**config.mk**
```make
export PLATFORM = sky130hd
export DESIGN_NAME = neuron_block_seq
export DESIGN_NICKNAME = d
export VERILOG_FILES = /design/src/rtl/neuron_block_seq.sv
export SDC_FILE = /design/constraint.sdc
export NUM_CORES = 1
export LEC_CHECK = 0
export CAP_MARGIN = 20
export CORE_AREA = 2 2 422 424
export DETAILED_ROUTE_END_ITERATION = 8
export DIE_AREA = 0 0 424 426
export PLACE_DENSITY = 0.37
export SYNTH_ARGS = -nofsm -noshare
export SYNTH_HDL_FRONTEND = slang
export SYNTH_SLANG_ARGS = --single-unit
```
**constraint.sdc**
```tcl
create_clock -name clk_i -period 38.5 [get_ports clk_i]
set_input_delay 7.7 -clock clk_i [delete_from_list [all_inputs] [get_ports clk_i]]
set_output_delay 7.7 -clock clk_i [all_outputs]
set_load 0.05 [all_outputs]
```
**src/rtl/neuron_block_seq.sv**
```systemverilog
// Time-multiplexed single-neuron integrator: LANES axons per beat, then leak/threshold/reset.
// Define NEURON_SATURATE_EN to clamp the written potential instead of wrapping it.
module neuron_block_seq #(
    parameter int NUM_AXONS       = 256,
    parameter int LANES           = 16,
    parameter int NUM_WEIGHTS     = 4,
    parameter int WEIGHT_WIDTH    = 2,
    parameter int LEAK_WIDTH      = 9,
    parameter int THRESHOLD_WIDTH = 9,
    parameter int POTENTIAL_WIDTH = 9,
    parameter int NUM_RESET_MODES = 2,
    localparam int TYPE_W = (NUM_WEIGHTS > 1) ? $clog2(NUM_WEIGHTS) : 1,
    localparam int RM_W   = (NUM_RESET_MODES > 1) ? $clog2(NUM_RESET_MODES) : 1
) (
    input  logic                                 clk_i,
    input  logic                                 rst_i,
    input  logic                                 start_i,
    output logic                                 busy_o,
    output logic                                 done_o,
    input  logic [LEAK_WIDTH-1:0]                leak_i,
    input  logic [NUM_WEIGHTS*WEIGHT_WIDTH-1:0]  weights_i,
    input  logic [THRESHOLD_WIDTH-1:0]           positive_threshold_i,
    input  logic [THRESHOLD_WIDTH-1:0]           negative_threshold_i,
    input  logic [POTENTIAL_WIDTH-1:0]           reset_potential_i,
    input  logic [POTENTIAL_WIDTH-1:0]           current_potential_i,
    input  logic [RM_W-1:0]                      reset_mode_i,
    input  logic [NUM_AXONS-1:0]                 synapses_in_i,
    input  logic [NUM_AXONS-1:0]                 axon_in_i,
    input  logic [NUM_AXONS*TYPE_W-1:0]          axon_type_i,
    output logic [POTENTIAL_WIDTH-1:0]           write_potential_o,
    output logic                                 spike_o
);

    // state   | meaning
    // S_IDLE  | waiting for start_i; operands captured on acceptance
    // S_ACCUM | one beat per cycle, LANES axons added into r_acc
    // S_FIRE  | leak, threshold compare, reset select; outputs registered

    localparam int BEATS     = NUM_AXONS / LANES;
    localparam int BEAT_W    = (BEATS > 1) ? $clog2(BEATS) : 1;
    localparam int AX_W      = (NUM_AXONS > 1) ? $clog2(NUM_AXONS) : 1;
    localparam int ACC_WIDTH = WEIGHT_WIDTH + $clog2(NUM_AXONS) + 1;
    localparam int MAX_A     = (ACC_WIDTH > POTENTIAL_WIDTH) ? ACC_WIDTH : POTENTIAL_WIDTH;
    localparam int MAX_B     = (MAX_A > LEAK_WIDTH) ? MAX_A : LEAK_WIDTH;
    localparam int MAX_C     = (MAX_B > THRESHOLD_WIDTH) ? MAX_B : THRESHOLD_WIDTH;
    localparam int SUM_WIDTH = MAX_C + 2;
    localparam logic [BEAT_W-1:0] BEAT_LAST = BEAT_W'(BEATS - 1);

    typedef enum logic [1:0] {
        S_IDLE  = 2'd0,
        S_ACCUM = 2'd1,
        S_FIRE  = 2'd2
    } state_t;

    state_t                              r_state;
    state_t                              w_state_nxt;
    logic [BEAT_W-1:0]                   r_beat;
    logic signed [ACC_WIDTH-1:0]         r_acc;
    logic signed [LEAK_WIDTH-1:0]        r_leak;
    logic signed [THRESHOLD_WIDTH-1:0]   r_pth;
    logic signed [THRESHOLD_WIDTH-1:0]   r_nth;
    logic signed [POTENTIAL_WIDTH-1:0]   r_rpot;
    logic signed [POTENTIAL_WIDTH-1:0]   r_cur;
    logic [RM_W-1:0]                     r_mode;
    logic [POTENTIAL_WIDTH-1:0]          r_wpot;
    logic                                r_spike;
    logic                                r_done;
    logic                                r_busy;

    logic                                w_accept;
    logic [NUM_AXONS-1:0]                w_hit;
    logic [TYPE_W-1:0]                   w_types [NUM_AXONS];
    logic signed [WEIGHT_WIDTH-1:0]      w_wtab [NUM_WEIGHTS];
    logic signed [ACC_WIDTH-1:0]         w_lane_sum;
    logic signed [SUM_WIDTH-1:0]         w_sum;
    logic signed [SUM_WIDTH-1:0]         w_pth;
    logic signed [SUM_WIDTH-1:0]         w_nth;
    logic signed [SUM_WIDTH-1:0]         w_res;
    logic                                w_pos;
    logic                                w_neg;
    logic [POTENTIAL_WIDTH-1:0]          w_wr;

    for (genvar a = 0; a < NUM_AXONS; a++) begin : g_types
        assign w_types[a] = axon_type_i[a*TYPE_W +: TYPE_W];
    end

    for (genvar k = 0; k < NUM_WEIGHTS; k++) begin : g_wtab
        assign w_wtab[k] = weights_i[k*WEIGHT_WIDTH +: WEIGHT_WIDTH];
    end

    assign w_hit    = synapses_in_i & axon_in_i;
    assign w_accept = (r_state == S_IDLE) && start_i;

    always_comb begin
        w_state_nxt = r_state;
        case (r_state)
            S_IDLE:  if (start_i) w_state_nxt = S_ACCUM;
            S_ACCUM: if (r_beat == BEAT_LAST) w_state_nxt = S_FIRE;
            S_FIRE:  w_state_nxt = S_IDLE;
            default: w_state_nxt = S_IDLE;
        endcase
    end

    always_comb begin
        logic [AX_W-1:0] idx;
        w_lane_sum = '0;
        for (int l = 0; l < LANES; l++) begin
            idx = AX_W'(int'(r_beat) * LANES + l);
            if (w_hit[idx]) begin
                w_lane_sum = w_lane_sum + ACC_WIDTH'(w_wtab[w_types[idx]]);
            end
        end
    end

    // Both threshold tests happen at full sum width so no compare can alias.
    always_comb begin
        w_sum = SUM_WIDTH'(r_cur) + SUM_WIDTH'(r_leak) + SUM_WIDTH'(r_acc);
        w_pth = SUM_WIDTH'(r_pth);
        w_nth = SUM_WIDTH'(r_nth);
        w_pos = (w_sum > w_pth);
        w_neg = (w_sum < w_nth);
        w_res = w_sum;
        if (w_pos) begin
            if (r_mode == RM_W'(1)) w_res = w_sum - w_pth;
            else                    w_res = SUM_WIDTH'(r_rpot);
        end else if (w_neg) begin
            w_res = SUM_WIDTH'(r_rpot);
        end
    end

`ifdef NEURON_SATURATE_EN
    localparam logic signed [SUM_WIDTH-1:0] SAT_MAX = SUM_WIDTH'((2 ** (POTENTIAL_WIDTH - 1)) - 1);
    localparam logic signed [SUM_WIDTH-1:0] SAT_MIN = ~SAT_MAX;

    always_comb begin
        if (w_res > SAT_MAX)      w_wr = POTENTIAL_WIDTH'(SAT_MAX);
        else if (w_res < SAT_MIN) w_wr = POTENTIAL_WIDTH'(SAT_MIN);
        else                      w_wr = POTENTIAL_WIDTH'(w_res);
    end
`else
    assign w_wr = POTENTIAL_WIDTH'(w_res);
`endif

    always_ff @(posedge clk_i) begin
        if (rst_i) begin
            r_state <= S_IDLE;
            r_beat  <= '0;
            r_acc   <= '0;
            r_leak  <= '0;
            r_pth   <= '0;
            r_nth   <= '0;
            r_rpot  <= '0;
            r_cur   <= '0;
            r_mode  <= '0;
            r_wpot  <= '0;
            r_spike <= 1'b0;
            r_done  <= 1'b0;
            r_busy  <= 1'b0;
        end else begin
            r_state <= w_state_nxt;
            r_busy  <= (r_state != S_IDLE);
            r_done  <= (r_state == S_FIRE);
            if (w_accept) begin
                r_beat <= '0;
                r_acc  <= '0;
                r_leak <= leak_i;
                r_pth  <= positive_threshold_i;
                r_nth  <= negative_threshold_i;
                r_rpot <= reset_potential_i;
                r_cur  <= current_potential_i;
                r_mode <= reset_mode_i;
            end else if (r_state == S_ACCUM) begin
                r_beat <= r_beat + BEAT_W'(1);
                r_acc  <= r_acc + w_lane_sum;
            end
            if (r_state == S_FIRE) begin
                r_wpot  <= w_wr;
                r_spike <= w_pos;
            end
        end
    end

    assign busy_o            = r_busy;
    assign done_o            = r_done;
    assign write_potential_o = r_wpot;
    assign spike_o           = r_spike;

endmodule

```
# --- Word level (Yosys, flattened, before mapping) ---
# Index checks and enable logic that the tools add are counted.
totals:
  wordCells: 291
  register_bits: 75
  out_inout_bits: 12
op_classes:
  bitwise_logic: 33
  n_lt_le_gt_ge: 50
  n_addsub: 35
  n_mux: 150
  n_eq_ne: 5
  n_reduce_logical: 5
ops:
  columns: ["cell", "count"]
  rows:
  - ["bitwise AND 256 bit", 1]
  - ["binary-select mux 2 bit (select 8 bit)", 16]
  - ["2-to-1 mux 11 bit", 16]
  - ["adder 11 x 2 -> 11 bit", 15]
  - [">= comparator 9 bit (second input constant)", 16]
  - ["less-than comparator 8 x 9 -> 1 bit (second input constant)", 16]
  - ["NOT 8 -> 9 bit", 16]
  - ["2-to-1 mux 2 bit", 66]
  - ["binary-select mux 1 bit (select 8 bit)", 15]
  - ["adder 8 x 4 -> 8 bit (second input constant)", 8]
  - ["binary-select mux 2 bit (select 2 bit)", 16]
  - [">= comparator 3 bit (second input constant)", 16]
  - ["NOT 2 -> 3 bit", 16]
  - ["adder 8 x 3 -> 8 bit (second input constant)", 4]
  - ["2-to-1 mux 9 bit", 3]
  - ["adder 8 x 2 -> 8 bit (second input constant)", 2]
  - ["2-to-1 mux 1 bit", 16]
  - ["adder 10 x 11 -> 12 bit", 1]
  - ["> comparator 12 x 9 -> 1 bit", 1]
  - ["less-than comparator 12 x 9 -> 1 bit", 1]
  - ["adder 11 bit", 1]
  - ["adder 9 x 9 -> 10 bit", 1]
  - ["subtractor 9 bit", 1]
  - ["adder 8 x 1 -> 8 bit (second input constant)", 1]
  - ["12 further kinds", 13]

# --- Depth between registers and ports, before layout ---
# Gate-level depths: netlist of the first run.
depth:
  word_depth: 40
  mapped_depth: 105
  mapped_depth_nobuf: 96

# --- Worst setup path before layout of the first run ---
# No wires, ideal clock.
synth_timing:
  kind: "input to register"
  start: "input axon_type_i[226]"
  end: "register r_acc[10]"
  slack_ns: 12.304
  n_path_buf: 2
  setup_ns: 0.128
  path_stages: 88
  t_arrival_ns: 26.069
  cell_sequence: "mux4_2 mux4_2 mux4_2 ha_1 fa_1 fa_1 o21ai_0 a21boi_1 inv_1 ha_1 clkbuf_1 a21oi_1 o21bai_1 a21oi_1 a21oi_1 mux2_2 inv_1 ha_1 [52 not listed] inv_1 ha_1 xnor2_1 nand2_1 o21ai_0 ha_1 xor2_1 nor2_1 a221o_1 ha_1 nand2_1 o41ai_1 xnor2_1 xnor3_1 xnor3_1 nand2_1 xor2_1 nor2_1"
synth_via:
  elab_chain_len: 39
  word_cells_on_any_way: 144
  classes_between: "16 x add/sub; 112 x mux; 16 x bitwise"
synth_lines:
  columns: ["element", "line", "rtl"]
  rows:
  - ["start: declaration", "29", "input logic [NUM_AXONS*TYPE_W-1:0] axon_type_i,"]
  - ["binary-select mux 2 bit (select 8 bit)", "110", "w_lane_sum = w_lane_sum + ACC_WIDTH'(w_wtab[w_types[idx]]);"]
  - ["2-to-1 mux 2 bit (not written as such) (2 in series)", "110", null]
  - ["NOT 2 -> 3 bit (not written as such)", "110", null]
  - ["binary-select mux 2 bit (select 2 bit)", "110", null]
  - ["2-to-1 mux 2 bit (not written as such) (2 in series)", "110", null]
  - ["2-to-1 mux 11 bit", "109", "if (w_hit[idx]) begin"]
  - ["adder 11 x 2 -> 11 bit", "110", null]
  - ["2-to-1 mux 11 bit", "109", null]
  - ["[21 not listed]", null, null]
  - ["2-to-1 mux 11 bit", "109", null]
  - ["adder 11 x 2 -> 11 bit", "110", null]
  - ["2-to-1 mux 11 bit", "109", null]
  - ["adder 11 x 2 -> 11 bit", "110", null]
  - ["2-to-1 mux 11 bit", "109", null]
  - ["adder 11 x 2 -> 11 bit", "110", null]
  - ["2-to-1 mux 11 bit *", "109", null]
  - ["adder 11 bit *", "174", "r_acc <= r_acc + w_lane_sum;"]
  - ["end signal: assignment", "174", null]
  - ["end: declaration", "58", "logic signed [ACC_WIDTH-1:0] r_acc;"]
# Every way passes the cells marked *; elsewhere a longest branch is shown, timed or not. The select of a mux whose other input is x is not followed.
# A chain may end at the register's enable or synchronous reset.

# --- Final worst setup path of the first run ---
layout_timing:
  start: "input axon_type_i[0]"
  end: "register r_acc[10]"
# The elaborated chain is that of the path after synthesis.

==> run_results.csv, run 1 <==
group,metric,value,unit
yosys,syn_area,0.0199,mm^2
yosys,syn_inst,2325,
critical_path,critPathLaunchType,"input port",
critical_path,cp.required,38.73,ns
clock_network,htree_levels,3,
hold_path,timing.hold.worst.class,"flip-flop to flip-flop",
yosys,synthTopCellsByCount,"nand2_1 (334), mux4_2 (205), ha_1 (180), a21oi_1 (162), nor2_1 (143)",
placement,io_buffers,1092,
clock_network,cts_hold_buf,0,
clock_network,cts_num_sinks,75,
detailed_routing,via_count,24100,
yosys,synth_top_area_frac,0.232,
power,ir_drop,0.0331,mV
global_routing,track_usage,0.197,
detailed_routing,drt_iter0_markers,1744,
critical_path,arrival,29.06,ns
sta,period_minus_slack,28.83,ns
sta,final.period_utilization,0.749,
critical_path,r2r_start,"r_beat[0]",
yosys,ys_warn_count,0,
sta,final_hold_viol_count,0,
yosys,synth_seq_area_share,0.0753,
placement,globalplace.congestion,1.00,
critical_path,reg2reg_slack,15.19,ns
floorplan,fp.coreArea,0.176,mm^2
detailed_routing,drt-total-wl,186000,um
clock_network,cts.path.max_buffers,2,
global_routing,antenna_found_initial,138,
cells_and_area,drive_gt1_frac,0.102,
floorplan,num_rows,154,
power,p_sw,0.000960,W
cells_and_area,syn_to_final_growth,69.6,%
detailed_routing,routedWlPerCell,32.5,um
power,switching_share,0.513,
outcome,status,"completed",
critical_path,worstSetupEndpointType,"flip-flop",
clock_network,cts_tree,"yes",
clock_network,cts_setup_buffers,0,
detailed_routing,drtAntennaViolNets,0,
detailed_routing,drt_pre_antenna_iters,5,
floorplan,die_h,426,um
floorplan,die_w,424,um
clock_network,cts_buffers,9,
floorplan,initial_core_util,0.113,
sta,rsz0062_at_grt,"false",
hold_path,hold_depth,2,
critical_path,rr_worst_depth,89,
clock_network,path_clk_slew,0.06,ns
power,seq_power_share,0.051,
clock_network,root_buffer,"clkbuf_16",
job,drv_cap,0,
sta,slew_headroom,0.231,
power,p_comb_frac,0.906,
detailed_routing,drc,0,
global_routing,grt_overflow,0,
clock_network,worstSkewPairLatency,0.35,ns
critical_path,crit_fanout,11,
power,p_leak,12.5,nW
sta,skew,0.00706,ns
yosys,ys_ff_latch,75,
floorplan,dieArea,0.181,mm^2
yosys,postSynthAreaPerCell,8.57,um^2
detailed_routing,vias_per_cell,4.21,
power,cellPowerDensity,55.4,mW/mm^2
cells_and_area,nets,4638,
placement,dp_hpwl,169000,um
sta,worst_pin_slew,1.15,ns
yosys,async_flop_share,0,
critical_path,critPathMaxStageDelay,0.67,ns
power,total_power,0.00187,W
power,p_int,0.000912,W
yosys,yosysMostFrequentCell,"nand2_1",
yosys,syn-num-nets,3619,
sta,setup_viol_count_final,0,
sta,maxSlewViolCount,0,
yosys,yosys-top-cells-area,"mux4_2 (23%), ha_1 (11%), dfxtp_1 (7.5%)",
critical_path,crit_type,"input port to flip-flop",
yosys,ys.flop_type,"dfxtp_1",
sta,tns,0,ns
global_routing,grt_pass1_wl,237000,um
sta,max_freq,0.0347,GHz
clock_network,post_cts_resized,0,
critical_path,crit_path_top_delay_cell,"or4b_2",
hold_path,min_to,"r_nth[2]",
yosys,synth_cell_types,79,
power,clkPwrFrac,0.043,
global_routing,grt_max_degree,51,
global_routing,grt_pass1_vias,24000,
critical_path,cp_common_cell,"ha_1",
floorplan,io_pins,1093,
hold_path,hold_path.startpoint,"r_nth[2]",
yosys,synth-edff-count,0,
yosys,synth_top_cell_by_area,"mux4_2",
critical_path,r2r_end,"r_acc[10]",
## kinds of logic (layout without fill, tap and decap cells)
group	after synthesis	after routing	synth area share
AO/OA/AOI/OAI	658	658	0.217
AND/OR/NAND/NOR	694	694	0.153
XOR/XNOR	132	132	0.0615
other	0	28	0
buffers and inverters	233	1256	0.0544
adder cells (fa/ha/maj)	213	213	0.146
flip-flops	75	75	0.0753
multiplexers	320	320	0.293
## through the flow
step                      hold slack [ns]  utilization  instance area [um^2]  setup WS, ns  cells
after floorplan                     0.449            -                 19900         12.30   2325
after global placement              0.472        0.190                 33400          9.63   5672
after CTS                           0.493        0.192                 33700          9.52   5688
after detailed placement            0.482        0.190                 33500          9.24   5673
after global routing                0.507        0.192                 33700          7.79   5695
final                               0.488        0.192                 33800          9.67   5716
## placed cells by master (no fill, tap or decap), types with 33 or more instances in the layout
master           count
fa_1                33
o21bai_1            33
a21o_1              75
mux2i_1             64
o21ai_0            142
nand3_1             74
clkdlybuf4s50_1   1092
inv_1              101
nand2_1            334
nor3_1              41
dfxtp_1             71
mux2_2              49
a21oi_1            161
xor2_1              39
ha_1               180
a22o_1              35
nor2_1             142
buf_4               42
xnor2_1             88
o211ai_1            47
mux4_2             205
## how the worst max path moves through the flow
stage                     start   endpoint  slack [ns]  depth (start not counted)
2_1_floorplan  axon_type_i[226]  r_acc[10]       12.30                         88
6_report         axon_type_i[0]  r_acc[10]        9.67                         89
3_3_place_gp     axon_type_i[0]  r_acc[10]        9.63                         89
3_5_place_dp     axon_type_i[0]  r_acc[10]        9.24                         89
5_1_grt          axon_type_i[0]  r_acc[10]        7.79                         93
4_1_cts          axon_type_i[0]  r_acc[10]        9.52                         89
## sequential cells by signal, indices dropped and copies added, names as in the netlist, 2 cells and up
| register | cells |
|---|---|
| r_rpot | 9 |
| r_pth | 9 |
| write_potential_o | 9 |
| r_beat | 4 |
| r_cur | 9 |
| r_leak | 9 |
| r_acc | 11 |
| r_state | 2 |
| r_nth | 9 |
## cell type report
| type | instances | area (um^2) |
|---|---|---|
| Tap cell | 2340 | 2930 |
| Antenna cell | 28 | 70.1 |
| Clock inverter | 2 | 12.5 |
| Multi-Input combinational cell | 2017 | 17400 |
| Timing Repair Buffer | 1134 | 11200 |
| Sequential cell | 75 | 1510 |
| Inverter | 107 | 407 |
| Clock buffer | 13 | 260 |
| Fill cell | 19600 | 142000 |
## power by group through the flow
stage               sequential (W)  combinational (W)   clock, W
global route             0.0000967            0.00188  0.0000861
CTS                      0.0000955            0.00169  0.0000836
finish                   0.0000951            0.00170  0.0000812
floorplan                0.0000919            0.00122          0
global placement         0.0000972            0.00168          0
detailed placement       0.0000972            0.00168          0
## critical path, delay by kind of cell
family                     cells  cell delay [ns]
buffers and inverters          6             0.96
and+or+nand+nor               13             2.37
xor gates and xnor gates      11             2.02
adders and majority gates     18             6.63
AOI/OAI and AO/OA             30             6.25
muxes                         11             3.09
## per-layer routing
layer,wire length (um),GRT usage,part of all wire
met1,78800,0.250,0.42
met2,87100,0.331,0.47
met3,15400,0.0638,0.083
met4,3710,0.0255,0.020
met5,533,0,0.0029
(Power assumes the default switching activity.)
==> inputs of run 2 (changes only) <==
--- a/config.mk
+++ b/config.mk
@@ -9,7 +9,7 @@
 export CORE_AREA = 2 2 422 424
 export DETAILED_ROUTE_END_ITERATION = 8
 export DIE_AREA = 0 0 424 426
-export PLACE_DENSITY = 0.37
+export PLACE_DENSITY = 0.38
 export SYNTH_ARGS = -nofsm -noshare
 export SYNTH_HDL_FRONTEND = slang
 export SYNTH_SLANG_ARGS = --single-unit
==> constraint.sdc (replaced) <==
create_clock -name clk_i -period 23.2 [get_ports clk_i]
set_input_delay 4.64 -clock clk_i [delete_from_list [all_inputs] [get_ports clk_i]]
set_output_delay 4.64 -clock clk_i [all_outputs]
set_load 0.05 [all_outputs]
==> run 2 against run 1 <==
Cell count rose by 8.8%. Non-clock buffer count up 490. Largest cell class unchanged. Critical endpoint unchanged. Total power grew to 2.5 times the previous value. Global-route usage rose by 0.75 points. Critical path depth grew 12. Utilization increased by 3.1 points. Setup slack worse by 8.8 ns. Die area is the same. Via count up 7.4%.
==> run_results.csv, run 2 (same netlist as run 1, synthesis figures left out) <==
group,metric,value,unit
cells_and_area,drive_gt1_frac,0.273,
global_routing,globalRouteMet3Util,0.0617,
sta,tns,0,ns
global_routing,track_usage,0.204,
critical_path,crit_path_top_delay_cell,"fa_1",
critical_path,reg2reg_slack,3.98,ns
sta,setup_ws,0.881,ns
outcome,status,"completed",
floorplan,fp.coreArea,0.176,mm^2
detailed_routing,routedWlPerCell,31.1,um
power,cellPowerDensity,121,mW/mm^2
clock_network,root_buffer,"clkbuf_16",
global_routing,antenna_found_initial,149,
power,ir_drop,0.0856,mV
sta,setup_viol_count_final,0,
global_routing,grt_pass1_wl,246000,um
floorplan,initial_core_util,0.113,
critical_path,crit_type,"input port to flip-flop",
sta,final_hold_viol_count,0,
cells_and_area,nets,5128,
sta,rsz0062_at_grt,"true",
detailed_routing,vias_per_cell,4.16,
critical_path,cp_common_cell,"buf_4",
floorplan,num_rows,154,
global_routing,top_usage_layer,"met2",
cells_and_area,regMostFlops,"r_acc",
critical_path,critPathMaxStageDelay,0.53,ns
hold_path,timing.hold.worst.class,"flip-flop to flip-flop",
placement,place_area,0.0365,mm^2
clock_network,cts_tree,"yes",
hold_path,hold_path.startpoint,"r_nth[0]",
detailed_routing,via_count,25800,
sta,skew,0.0116,ns
sta,final.period_utilization,0.962,
clock_network,worstSkewPairLatency,0.37,ns
clock_network,htree_levels,3,
critical_path,r2r_end,"r_acc[10]",
critical_path,r2r_start,"r_beat[0]",
sta,max_freq,0.0448,GHz
placement,globalplace.congestion,0.958,
detailed_routing,drtAntennaViolNets,0,
detailed_routing,drt_iter0_markers,1785,
critical_path,arrival,22.56,ns
cells_and_area,final_cell_mix,"clkdlybuf4s50_1 (1,028), buf_4 (520), nand2_1 (325)",
critical_path,critPathLaunchType,"input port",
sta,worst_pin_slew,1.08,ns
global_routing,grt_pass1_vias,26000,
hold_path,hold_depth,1,
cells_and_area,mostFrequentLayoutCell,"clkdlybuf4s50_1",
clock_network,cts_hold_buf,0,
clock_network,cts_num_sinks,75,
global_routing,grt.met1_usage,0.264,
detailed_routing,drt-total-wl,193000,um
cells_and_area,postLayoutCellArea,0.0392,mm^2
clock_network,cts.path.max_buffers,2,
sta,period_minus_slack,22.32,ns
critical_path,cp.required,23.44,ns
detailed_routing,drt_pre_antenna_iters,5,
placement,dp_hpwl,175000,um
clock_network,path_clk_slew,0.07,ns
floorplan,die_h,426,um
clock_network,cts_buffers,9,
critical_path,crit_fanout,5,
critical_path,worstSetupEndpointType,"flip-flop",
global_routing,met2_usage,0.331,
floorplan,dieArea,0.181,mm^2
cells_and_area,syn_to_final_growth,96.7,%
job,drv_cap,0,
floorplan,die_w,424,um
floorplan,io_pins,1093,
placement,pre_cts_ws,-1.95,ns
sta,maxSlewViolCount,0,
sta,slew_headroom,0.277,
global_routing,grt_max_degree,66,
global_routing,grt_overflow,0,
placement,io_buffers,1092,
critical_path,rr_worst_depth,89,
power,p_leak,15.7,nW
hold_path,min_to,"r_nth[0]",
detailed_routing,drc,0,
cells_and_area,largest_reg_flops,11,
run 2: cell count changes in the layout (fill, tap and decap cells not counted), sizes merged:
| cell | change |
|---|---|
| clkbuf | +3 |
| dlymetal6s2s | +56 |
| clkinv | +2 |
| diode | +14 |
| buf | +491 |
| clkdlybuf4s50 | -64 |
| inv | +1 |
| bufinv | +2 |
run 2: report_power, final:
| group | switching, W | internal (W) |
|---|---|---|
| Clock | 0.0000647 | 0.0000951 |
| Sequential | 0.0000186 | 0.000141 |
| Combinational | 0.00198 | 0.00245 |
| Total | 0.00206 | 0.00268 |
run 2: per-layer routing:
metal	share of wire	routed length, um
met1	0.43	82300
met2	0.46	88100
met3	0.083	16100
met4	0.034	6560
met5	0.0024	455
run 2: layout make-up:
class                   count  area [um^2]
fillers                 19500       137000
multi-input cells        2017        18800
repair buffers           1624        15100
well taps                2340         2930
flip-flops and latches     75         1510
inverters                 107          412
clock buffers               9          225
diodes                     42          105
clock inverters             7          101
run 2: what timing repair did:
| item | CTS | global route |
|---|---|---|
| pin swaps | 65 | 122 |
| resized for setup | 121 | 242 |
| setup endpoints to repair | 3 | 4 |
| setup buffers | 63 | 28 |
| gates cloned | 0 | 0 |
run 2: worst max path at each step:
| stage | from | endpoint | cells after the start |
|---|---|---|---|
| 3_3_place_gp | axon_type_i[128] | r_acc[10] | 94 |
| 2_1_floorplan | axon_type_i[226] | r_acc[10] | 88 |
| 5_1_grt | axon_type_i[482] | r_acc[10] | 97 |
| 3_5_place_dp | axon_type_i[128] | r_acc[10] | 94 |
| 4_1_cts | axon_type_i[482] | r_acc[10] | 99 |
| 6_report | axon_type_i[128] | r_acc[10] | 101 |
run 2: per-stage QoR:
step | utilization | hold slack [ns] | total power, W | cells
global placement | 0.208 | 0.471 | 0.00383 | 6075
global route | 0.223 | 0.504 | 0.00515 | 6195
floorplan | - | 0.449 | 0.00218 | 2325
CTS | 0.216 | 0.494 | 0.00438 | 6154
finish | 0.223 | 0.493 | 0.00474 | 6221
detailed placement | 0.208 | 0.474 | 0.00384 | 6075
run 2: worst max-delay path: cells and delay by family:
kind	cells	cell delay, ns
adder cells (fa/ha/maj)	17	5.19
AND/OR/NAND/NOR	19	1.81
buffers and inverters	19	2.26
XOR/XNOR	14	2.14
AO/OA/AOI/OAI	24	4.14
multiplexers	8	2.33
